[src/rtl/aes_enc_arbiter_pkg.sv]
// Shared types and constants for the AES encryption-core arbiter.
package aes_enc_arbiter_pkg;

    localparam int AES_BLOCK_W     = 128;
    localparam int DEFAULT_TIMEOUT = 32;
    localparam int CYCLE_CNT_W     = 16;

    typedef enum logic [1:0] {
        ST_IDLE = 2'd0,
        ST_LOAD = 2'd1,
        ST_RUN  = 2'd2,
        ST_RESP = 2'd3
    } arb_state_e;

endpackage

[src/rtl/aes_enc_arbiter_rr_picker.sv]
// Combinational round-robin picker: first asserted valid at or after ptr, with wrap.
module aes_rr_picker
    import aes_enc_arbiter_pkg::*;
#(
    parameter int NUM_REQ = 4
) (
    input  logic [NUM_REQ-1:0]         valid,
    input  logic [$clog2(NUM_REQ)-1:0] ptr,
    output logic [NUM_REQ-1:0]         grant,
    output logic [$clog2(NUM_REQ)-1:0] grant_idx,
    output logic                       grant_any
);
    localparam int IDX_W = $clog2(NUM_REQ);

    function automatic logic [IDX_W-1:0] cand(input logic [IDX_W-1:0] base, input int off);
        int sum;
        sum = (int'(base) + off) % NUM_REQ;
        return IDX_W'(sum);
    endfunction

    always_comb begin
        grant     = '0;
        grant_idx = '0;
        grant_any = 1'b0;
        for (int k = 0; k < NUM_REQ; k++) begin
            if (!grant_any && valid[cand(ptr, k)]) begin
                grant_any = 1'b1;
                grant_idx = cand(ptr, k);
            end
        end
        if (grant_any) begin
            grant[grant_idx] = 1'b1;
        end
    end

endmodule

[src/rtl/aes_enc_arbiter.sv]
// Round-robin front end that serialises AES-128 jobs from NUM_REQ requesters
// onto one encryption core and returns a single completion per job.
module aes_enc_arbiter
    import aes_enc_arbiter_pkg::*;
#(
    parameter int NUM_REQ = 4,
    parameter int TIMEOUT = DEFAULT_TIMEOUT
) (
    input  logic                           clk,
    input  logic                           reset_n,
    input  logic [NUM_REQ-1:0]             req_valid,
    output logic [NUM_REQ-1:0]             req_ready,
    input  logic [NUM_REQ*AES_BLOCK_W-1:0] req_data,
    input  logic [NUM_REQ*AES_BLOCK_W-1:0] req_key,
    output logic                           rsp_valid,
    input  logic                           rsp_ready,
    output logic [$clog2(NUM_REQ)-1:0]     rsp_id,
    output logic [AES_BLOCK_W-1:0]         rsp_data,
    output logic                           rsp_err,
    output logic                           core_reset_n,
    output logic [AES_BLOCK_W-1:0]         core_in,
    output logic [AES_BLOCK_W-1:0]         core_key,
    input  logic [AES_BLOCK_W-1:0]         core_out,
    input  logic                           core_ready
);
    localparam int                     IDX_W          = $clog2(NUM_REQ);
    localparam logic [IDX_W-1:0]       LAST_IDX       = IDX_W'(NUM_REQ - 1);
    localparam logic [CYCLE_CNT_W-1:0] LAST_RUN_CYCLE = CYCLE_CNT_W'(TIMEOUT - 1);

    arb_state_e             state;
    logic [IDX_W-1:0]       ptr;
    logic [AES_BLOCK_W-1:0] op_in;
    logic [AES_BLOCK_W-1:0] op_key;
    logic [CYCLE_CNT_W-1:0] cycle_cnt;
    logic [NUM_REQ-1:0]     grant;
    logic [IDX_W-1:0]       grant_idx;
    logic                   grant_any;
    logic                   accept;

    aes_rr_picker #(
        .NUM_REQ (NUM_REQ)
    ) u_picker (
        .valid     (req_valid),
        .ptr       (ptr),
        .grant     (grant),
        .grant_idx (grant_idx),
        .grant_any (grant_any)
    );

    // Only offer a grant while idle and out of reset; the winner's valid is
    // already high, so offering ready is the handshake.
    assign accept    = reset_n && (state == ST_IDLE) && grant_any;
    assign req_ready = accept ? grant : '0;

    assign core_in  = op_in;
    assign core_key = op_key;

    always_ff @(posedge clk) begin
        if (!reset_n) begin
            state        <= ST_IDLE;
            ptr          <= '0;
            op_in        <= '0;
            op_key       <= '0;
            cycle_cnt    <= '0;
            rsp_valid    <= 1'b0;
            rsp_id       <= '0;
            rsp_data     <= '0;
            rsp_err      <= 1'b0;
            core_reset_n <= 1'b0;
        end else begin
            case (state)
                ST_IDLE: begin
                    core_reset_n <= 1'b0;
                    if (accept) begin
                        op_in  <= req_data[AES_BLOCK_W*grant_idx +: AES_BLOCK_W];
                        op_key <= req_key[AES_BLOCK_W*grant_idx +: AES_BLOCK_W];
                        rsp_id <= grant_idx;
                        ptr    <= (grant_idx == LAST_IDX) ? '0 : grant_idx + IDX_W'(1);
                        state  <= ST_LOAD;
                    end
                end
                ST_LOAD: begin
                    // Core samples op_in/op_key during this low cycle.
                    cycle_cnt    <= '0;
                    core_reset_n <= 1'b1;
                    state        <= ST_RUN;
                end
                ST_RUN: begin
                    // Success is checked first so a result arriving on the
                    // final allowed cycle is not reported as a timeout.
                    if (core_ready) begin
                        rsp_data     <= core_out;
                        rsp_err      <= 1'b0;
                        rsp_valid    <= 1'b1;
                        core_reset_n <= 1'b0;
                        state        <= ST_RESP;
                    end else if (cycle_cnt == LAST_RUN_CYCLE) begin
                        rsp_data     <= '0;
                        rsp_err      <= 1'b1;
                        rsp_valid    <= 1'b1;
                        core_reset_n <= 1'b0;
                        state        <= ST_RESP;
                    end else begin
                        cycle_cnt <= cycle_cnt + CYCLE_CNT_W'(1);
                    end
                end
                ST_RESP: begin
                    core_reset_n <= 1'b0;
                    if (rsp_ready) begin
                        rsp_valid <= 1'b0;
                        state     <= ST_IDLE;
                    end
                end
                default: begin
                    state        <= ST_IDLE;
                    rsp_valid    <= 1'b0;
                    core_reset_n <= 1'b0;
                end
            endcase
        end
    end

    a_ready_onehot: assert property (@(posedge clk) disable iff (!reset_n)
        $onehot0(req_ready));

    a_rsp_stable: assert property (@(posedge clk) disable iff (!reset_n)
        (rsp_valid && !rsp_ready) |=> (rsp_valid && $stable(rsp_data) && $stable(rsp_id) && $stable(rsp_err)));

    a_no_ready_busy: assert property (@(posedge clk) disable iff (!reset_n)
        (state != ST_IDLE) |-> (req_ready == '0));

endmodule

[config.mk]
export PLATFORM = sky130hd
export DESIGN_NAME = aes_enc_arbiter
export DESIGN_NICKNAME = d
export VERILOG_FILES = /design/src/rtl/aes_enc_arbiter_pkg.sv /design/src/rtl/aes_enc_arbiter_rr_picker.sv /design/src/rtl/aes_enc_arbiter.sv
export SDC_FILE = /design/constraint.sdc
export NUM_CORES = 1
export LEC_CHECK = 0
export CORE_AREA = 2 2 602 604
export CTS_CLUSTER_SIZE = 14
export DETAILED_ROUTE_END_ITERATION = 8
export DIE_AREA = 0 0 604 606
export DONT_BUFFER_PORTS = 1
export HOLD_SLACK_MARGIN = 0.08
export PLACE_DENSITY_LB_ADDON = 0.15
export SLEW_MARGIN = 5
export SYNTH_ARGS = -nofsm -noshare
export SYNTH_HDL_FRONTEND = slang
export SYNTH_SLANG_ARGS = --single-unit
export TNS_END_PERCENT = 5
[constraint.sdc]
create_clock -name clk -period 4.6 [get_ports clk]
set_input_delay 0.46 -clock clk [delete_from_list [all_inputs] [get_ports clk]]
set_output_delay 0.46 -clock clk [all_outputs]
set_load 0.05 [all_outputs]
==> qor.yml, run 1 <==
cts:
  cts_buffers: 60
  cts.path.max_buffers: 3
  clk_latency_ps: 740
  cts_max_level: 2
  cts_sinks: 409
  clkTransAtPathRegs_ps: 60
  root_buffer: "clkbuf_16"
  cts_tree: "yes"
  ctsResizeCount: 0
placed_design:
  hpwl_um: 213000
  dp_cells: 6686
  place.gp.congestion: 0.893
  io_buffers: 0
final_layout:
  nNetsFinal: 4024
  syn_to_final_growth_pct: 79.0
  fin_cells: 7763
  drive_gt1_share_pct: 13.4
setup_path:
  cp-startpoint: "ptr[0]"
  path_buf_inv: 4
  critPathArrivalTime_ps: 4440
  crit_path_end: "core_in[50]"
  critPathMaxStageDelay_ps: 590
  crit_type: "flop to flop"
  timing.rr.end: "core_in[50]"
  slowest_stage: "dlygate4sd3_1"
  critPathRequiredTime_ps: 5210
  start_kind: "flop"
  crit_family: "buffers and inverters"
  critPathMostFrequentCell: "dlygate4sd3_1"
  crit_fanout: 40
  end_kind: "flop"
  ff2ff_setup_slack_ps: 770
  reg2reg_depth: 9
  path_cells: "nand2b_1 > nor2b_1 > o32a_2 > buf_12 > buf_4 > mux2i_1 > dlygate4sd3_1 > o221ai_2 > dlygate4sd3_1"
  r2r-start: "ptr[0]"
  cp.depth: 9
sta:
  tightestPinTransition_ps: 1150
  hold_viol: 0
  skew_ps: 24.9
  max_slew_margin_pct: 23.5
  setup_tns_ps: 0
  drv_slew: 0
  rsz0062_at_grt: "no"
  setup_viol: 0
  worst_hold_slack_ps: 136
  fmax_ghz: 0.261
  fin_crit_sh_pct: 83.2
  fin_crit_ps: 3830
floorplanning:
  core_um2: 360000
  die_h_um: 606
  die-area_um2: 366000
  fp.dieW_um: 604
  start_util_pct: 5.91
  ios: 1553
  rows: 221
route:
  vias_per_cell: 2.99
  drtAntennaViolNets: 0
  routed_wl_um: 246000
  detail_route.wl_per_cell_um: 31.7
  vias: 23208
  drc: 0
  firstDrtPassIters: 5
  drt_iter0_drc: 1530
yosys:
  avgSynthCellArea_um2: 10.6
  synth.distinct_cells: 46
  netlist_area_um2: 21300
  synth_flop_cell: "dfxtp_1"
  seq_area_frac_synth_pct: 38.4
  synth_edf_count: 0
  yosys_warnings: 0
  syn_inst: 2007
  async_flop_share_pct: 0
  synth_nets: 3175
  synth.ff_latch_count: 409
pwr:
  p_total_uw: 24500
  ir_drop_mv: 0.324
  power.density_nw_per_um2: 643
  power_leakage_uw: 0.0129
run:
  maxCapViolCount: 0
grt:
  grt.total_usage_pct: 12.8
  grt_max_degree: 87
  grt_pass1_wl_um: 294000
  grt_pass1_vias: 22225
  antenna_found_initial: 275
  grt_overflow_total: 0
worst_hold_path:
  hp-class: "input port to flop"
run_status:
  outcome: "finished clean"
-- cells in the final DEF (no fill, tap or decap), types with 3 or more instances in the layout --
master,n
buf_12,21
nand2_1,275
nand2b_1,5
clkbuf_1,11
xnor2_1,4
clkbuf_8,14
nor2_1,143
o221ai_1,56
buf_4,55
dfxtp_1,409
inv_1,3
clkbuf_16,61
nor2b_1,3
clkinv_2,13
nand3_1,8
a22oi_1,128
a21oi_1,8
bufinv_16,4
nor3_1,3
xor2_1,8
mux2i_1,512
nand4_1,3
dlygate4sd3_1,902
nor4_1,3
and4_1,4
diode_2,66
ha_1,8
o221ai_2,200
-- cells in the mapped netlist (all sizes together), types with 2 or more instances --
| library cell | n | share of area [%] |
|---|---|---|
| ha | 8 | 0.47 |
| nor2 | 143 | 2.5 |
| nor2b | 3 | 0.088 |
| nand2b | 5 | 0.15 |
| xor2 | 8 | 0.33 |
| mux2i | 513 | 24 |
| nand2 | 277 | 5.0 |
| dfxtp | 409 | 38 |
| nand3 | 8 | 0.19 |
| a22o | 2 | 0.082 |
| or3 | 2 | 0.059 |
| a211oi | 3 | 0.16 |
| clkbuf | 41 | 0.72 |
| o2111ai | 2 | 0.082 |
| inv | 5 | 0.088 |
| buf | 150 | 5.2 |
| nor4 | 3 | 0.088 |
| o221ai | 256 | 16 |
| a22oi | 128 | 4.5 |
| a21oi | 9 | 0.23 |
| and4 | 4 | 0.16 |
| or2 | 2 | 0.059 |
| xnor2 | 4 | 0.16 |
| nor3 | 5 | 0.12 |
| and2 | 3 | 0.088 |
| nand4 | 3 | 0.088 |
| o21ai | 2 | 0.047 |
-- how the worst min path moves through the flow --
stage / startpoint / endpoint / slack (ps) / depth (start not counted)
6_report: req_key[39] / core_key[39] / 140 / 2
2_1_floorplan: ptr[0] / ptr[0] / 430 / 2
5_1_grt: req_key[39] / core_key[39] / 160 / 2
3_5_place_dp: ptr[0] / ptr[0] / 450 / 2
3_3_place_gp: core_key[16] / core_key[16] / 460 / 2
4_1_cts: req_key[39] / core_key[39] / 90 / 2
-- flip-flops by register name (all words and copies together) (netlist names) --
signal and cells:
rsp_id 2, cycle_cnt 16, state 2, rsp_valid 1, rsp_err 1, core_key 128, core_reset_n 1, core_in 128
rsp_data 128, ptr 2
-- cell families after synthesis --
family          Yosys count  share of synthesized area (%)
mux                     513                           24.1
simple gates            461                           8.68
flops                   409                           38.4
compound gates          408                           21.8
buf+inv                 196                           6.04
xor+xnor                 12                          0.493
fa+ha+maj                 8                          0.470
-- worst register-to-register path, delay by kind of cell (launching register included) --
kind	cells	cell delay, ps
muxes	1	250
buffers and inverters	4	2310
and+or+nand+nor	2	300
DFF	1	350
AOI/OAI and AO/OA	2	490
-- cell type report --
type | instances | area, um^2
flip-flops and latches | 409 | 8190
clock inverters | 23 | 258
clock buffers | 86 | 1760
repair buffers | 978 | 9860
well taps | 4794 | 6000
multi-input cells | 1402 | 11900
inverters | 5 | 21.3
diodes | 66 | 165
fillers | 41474 | 322000
-- metal layers --
| layer | share of wire, % | routed length (um) | vias to the layer above | GRT usage [%] |
|---|---|---|---|---|
| met5 | 0.60 | 1480 | - | 0 |
| met4 | 4.1 | 10200 | 196 | 3.91 |
| met3 | 11 | 28100 | 717 | 6.62 |
| met2 | 50 | 123000 | 1661 | 22.9 |
| met1 | 34 | 84000 | 11246 | 12.7 |
| li1 | - | - | 9388 | - |
-- power breakdown --
group | switching [uW] | total [uW] | internal (uW)
logic | 4320 | 8940 | 4610
clock network | 2140 | 5010 | 2870
registers | 5810 | 10600 | 4760
-- what timing repair did --
action / CTS / global route
hold buffers: 902 / 0
setup buffers: 0 / 0
hold endpoints to repair: 393 / 0
-- per-stage QoR --
stage | util [%] | setup WS, ps | instance area (um^2)
after floorplan | - | 1600 | 21300
after global placement | 7.47 | 1660 | 26900
after detailed placement | 7.47 | 1660 | 26900
after global routing | 10.6 | 665 | 38000
final | 10.6 | 774 | 38100
after CTS | 10.5 | 843 | 38000
Power figures use the tool's default switching activity.
==> run 2: changes to the inputs <==
==> constraint.sdc (replaced) <==
create_clock -name clk -period 4 [get_ports clk]
set_input_delay 0.4 -clock clk [delete_from_list [all_inputs] [get_ports clk]]
set_output_delay 0.4 -clock clk [all_outputs]
set_load 0.05 [all_outputs]
==> qor.yml, run 2 (synthesized netlist as in run 1, its figures left out) <==
sta:
  fin_crit_sh_pct: 92.6
  fmax_ghz: 0.270
  setup_viol: 0
  tightestPinTransition_ps: 1020
  setup_tns_ps: 0
  max_slew_margin_pct: 31.8
  drv_slew: 0
  fin_crit_ps: 3710
  hold_viol: 0
  worst_slack_ps: 294
  rsz0062_at_grt: "no"
  skew_ps: 24.2
final_layout:
  utilization_pct: 10.7
  drive_gt1_share_pct: 14.5
  nNetsFinal: 4065
  final_cell_mix: "dlygate4sd3_1 (899), mux2i_1 (513), dfxtp_1 (409)"
  layout_commonest_cell: "dlygate4sd3_1"
  syn_to_final_growth_pct: 80.6
grt:
  grt_max_degree: 129
  antenna_found_initial: 279
  grt.total_usage_pct: 12.8
  grt_overflow_total: 0
  grt_pass1_vias: 22205
  grt_pass1_wl_um: 295000
cts:
  root_buffer: "clkbuf_16"
  cts_buffers: 61
  clk_latency_ps: 740
  postCtsSetupRepairBufs: 0
  cts_sinks: 409
  cts_tree: "yes"
  clkTransAtPathRegs_ps: 60
  cts.path.max_buffers: 3
  cts_max_level: 2
placed_design:
  io_buffers: 0
  dp_slack_ps: 772
  place.gp.congestion: 0.890
  hpwl_um: 214000
route:
  routed_wl_um: 247000
  firstDrtPassIters: 5
  drtAntennaViolNets: 0
  drt_iter0_drc: 1581
  vias_per_cell: 2.98
  vias: 23184
  detail_route.wl_per_cell_um: 31.8
  drc: 0
setup_path:
  critPathRequiredTime_ps: 4600
  critPathArrivalTime_ps: 4310
  crit_type: "flop to flop"
  crit_fanout: 53
  reg2reg_depth: 9
  start_kind: "flop"
  end_kind: "flop"
floorplanning:
  rows: 221
  core_um2: 360000
  ios: 1553
  die-area_um2: 366000
  fp.dieW_um: 604
  start_util_pct: 5.91
  die_h_um: 606
pwr:
  ir_drop_mv: 0.303
  power.density_nw_per_um2: 740
  power_leakage_uw: 0.0131
worst_hold_path:
  hp-class: "input port to flop"
  hold_depth: 3
run_status:
  outcome: "finished clean"
run:
  maxCapViolCount: 0
## run 2: changes by cell type in the layout (fill, tap and decap cells not counted), sizes merged
| cell | previous run | this run |
|---|---|---|
| clkinv | 15 | 13 |
| clkinvlp | 2 | 3 |
| clkbuf | 86 | 82 |
| buf | 76 | 119 |
| bufinv | 4 | 6 |
| dlygate4sd3 | 902 | 899 |
| diode | 66 | 54 |
## run 2: path summary, 6_finish.rpt
path | startpoint | end | slack [ps]
max reg2reg | ptr[0] | core_in[77] | 290
max | ptr[0] | core_in[77] | 290
min reg2reg | ptr[0] | ptr[0] | 460
min | req_key[40] | core_key[40] | 160
## run 2: through the flow
| step | power [uW] | instance area (um^2) | cells | hold WS [ps] |
|---|---|---|---|---|
| floorplan | 16400 | 21300 | 2007 | 426 |
| global placement | 19900 | 27300 | 6729 | 456 |
| detailed placement | 20000 | 27300 | 6729 | 452 |
| CTS | 29000 | 38300 | 7734 | 85.4 |
| global route | 29700 | 38400 | 7755 | 119 |
| finish | 28500 | 38500 | 7788 | 158 |
## run 2: area by class of cell
type                            count  area, um^2
Antenna cell                       54         135
Clock buffer                       82        1720
Clock inverter                     24         312
Fill cell                       41364      322000
Inverter                            5        21.3
Multi-Input combinational cell   1402       11900
Sequential cell                   409        8190
Tap cell                         4794        6000
Timing Repair Buffer             1018       10200
## run 2: worst max-delay path, cell delays in order (launching register included)
cell,delay [ps]
dfxtp_1,340
nand2b_1,140
nor2b_1,190
o32a_4,490
buf_12,310
buf_12,370
mux2i_1,240
dlygate4sd3_1,590
o221ai_2,100
dlygate4sd3_1,560
## run 2: power by group
part | total [uW] | leakage, uW | internal, uW | switching (uW)
Combinational | 10400 | 0.00880 | 5490 | 4940
Sequential | 12200 | 0.00335 | 5470 | 6730
Clock | 5840 | 0.000996 | 3370 | 2480
## run 2: routing by layer
metal  vias up  track usage, %  share of wire, %  wire [um]
met5         -           0.444              0.59       1460
met4       216            3.25               3.5       8630
met3       682            6.61                12      28500
met2      1597            23.3                50     125000
met1     11231            12.8                34      83900
li1       9458               -                 -          -
## run 2: what timing repair did
item,CTS,global route
hold endpoints to repair,393,0
setup endpoints to repair,0,36
gates resized for setup,0,1
hold buffers,899,0
==> run 3: changes to the inputs <==
--- a/config.mk
+++ b/config.mk
@@ -6,6 +6,7 @@
 export NUM_CORES = 1
 export LEC_CHECK = 0
 export CORE_AREA = 2 2 602 604
+export CTS_BUF_LIST = sky130_fd_sc_hd__clkbuf_16
 export CTS_CLUSTER_SIZE = 14
 export DETAILED_ROUTE_END_ITERATION = 8
 export DIE_AREA = 0 0 604 606
==> qor.yml, run 3 (synthesized netlist as in run 1, its figures left out) <==
run_status:
  outcome: "finished clean"
worst_hold_path:
  hp-start: "req_key[40]"
  hp-class: "input port to flop"
  hold_depth: 3
  hold_path_end: "core_key[40]"
sta:
  fmax_ghz: 0.270
  rsz0062_at_grt: "no"
  hold_viol: 0
  fin_crit_ps: 3700
  drv_slew: 0
  worst_slack_ps: 297
  tightestPinTransition_ps: 1010
  setup_viol: 0
  fin_crit_sh_pct: 92.6
  setup_tns_ps: 0
  max_slew_margin_pct: 32.8
  skew_ps: 26.3
setup_path:
  r2r-start: "ptr[0]"
  path_buf_inv: 5
  timing.rr.end: "core_in[70]"
  path_cells: "nand2b_1 > nor2b_1 > o32a_4 > buf_12 > buf_4 > buf_4 > mux2i_1 > dlygate4sd3_1 > o221ai_2 > dlygate4sd3_1"
  critPathMaxStageDelay_ps: 590
  end_kind: "flop"
  start_kind: "flop"
  critPathRequiredTime_ps: 4610
  crit_fanout: 33
  ff2ff_setup_slack_ps: 300
  crit_type: "flop to flop"
  cp.depth: 10
  crit_family: "buffers and inverters"
  reg2reg_depth: 10
  critPathArrivalTime_ps: 4310
  slowest_stage: "dlygate4sd3_1"
  cp-startpoint: "ptr[0]"
placed_design:
  dpl-instance-area_um2: 27300
  dp_slack_ps: 772
  hpwl_um: 214000
  io_buffers: 0
  place.gp.congestion: 0.890
final_layout:
  drive_gt1_share_pct: 14.2
  nNetsFinal: 4065
  layout_commonest_cell: "dlygate4sd3_1"
  final_cell_mix: "dlygate4sd3_1 (899), mux2i_1 (513), dfxtp_1 (409)"
  fin_area_um2: 38400
  utilization_pct: 10.6
  syn_to_final_growth_pct: 80.1
grt:
  grt_pass1_vias: 22242
  grt_overflow_total: 0
  grt_use_met1_pct: 12.8
  grt.total_usage_pct: 12.8
  grt_max_degree: 129
  grt-busiest-layer: "met2"
  antenna_found_initial: 275
  grt_pass1_wl_um: 295000
  met3_usage_pct: 6.65
  use_met2_pct: 23.3
route:
  routed_wl_um: 247000
  vias_per_cell: 2.98
  firstDrtPassIters: 5
  drtAntennaViolNets: 0
  vias: 23176
  drt_iter0_drc: 1565
  drc: 0
  detail_route.wl_per_cell_um: 31.8
run:
  maxCapViolCount: 0
cts:
  root_buffer: "clkbuf_16"
  clk_latency_ps: 740
  cts_buffers: 61
  cts_tree: "yes"
  clkTransAtPathRegs_ps: 60
  cts.path.max_buffers: 3
  cts_sinks: 409
  cts_max_level: 2
floorplanning:
  rows: 221
  core_um2: 360000
  die_h_um: 606
  die-area_um2: 366000
  fp.dieW_um: 604
  start_util_pct: 5.91
  ios: 1553
pwr:
  power.density_nw_per_um2: 736
  power_leakage_uw: 0.0131
  ir_drop_mv: 0.301
  p_total_uw: 28300
## run 3: how the worst max path moves through the flow
stage | to | slack [ps]
CTS | core_in[15] | 50
finish | core_in[70] | 300
global route | core_in[15] | 110
global placement | core_key[43] | 740
detailed placement | core_key[43] | 770
floorplan | req_ready[0] | 1120
## run 3: layer usage
layer | up-vias | share of wire, %
met5 | - | 0.58
met4 | 210 | 3.3
met3 | 679 | 12
met2 | 1635 | 51
met1 | 11194 | 34
li1 | 9458 | -
## run 3: tightest hold or removal path, stage by stage
cell and delay, ps:
mux2i_1 120, buf_4 200, o221ai_2 130
## run 3: metrics by stage
stage | hold slack, ps | cells
after floorplan | 426 | 2007
after global placement | 456 | 6729
after detailed placement | 452 | 6729
after CTS | 85.2 | 7734
after global routing | 119 | 7753
final | 157 | 7782
## run 3: layout make-up
| cell class | instances | area (um^2) |
|---|---|---|
| diodes | 48 | 120 |
| well taps | 4794 | 6000 |
| inverters | 5 | 21.3 |
| flip-flops and latches | 409 | 8190 |
| multi-input cells | 1402 | 11900 |
| clock inverters | 44 | 387 |
| fillers | 41370 | 322000 |
| repair buffers | 1018 | 10200 |
| clock buffers | 62 | 1550 |
## run 3: timing repair
item                                   CTS  global route
setup endpoints to repair                0            36
buffers inserted                         0             0
endpoints found under the hold margin  393             0
hold buffers                           899             0
resized for setup                        0             1
## run 3: report_power, final
part	internal, uW	switching, uW	total, uW
registers	5470	6730	12200
logic	5490	4920	10400
clock network	3160	2480	5640
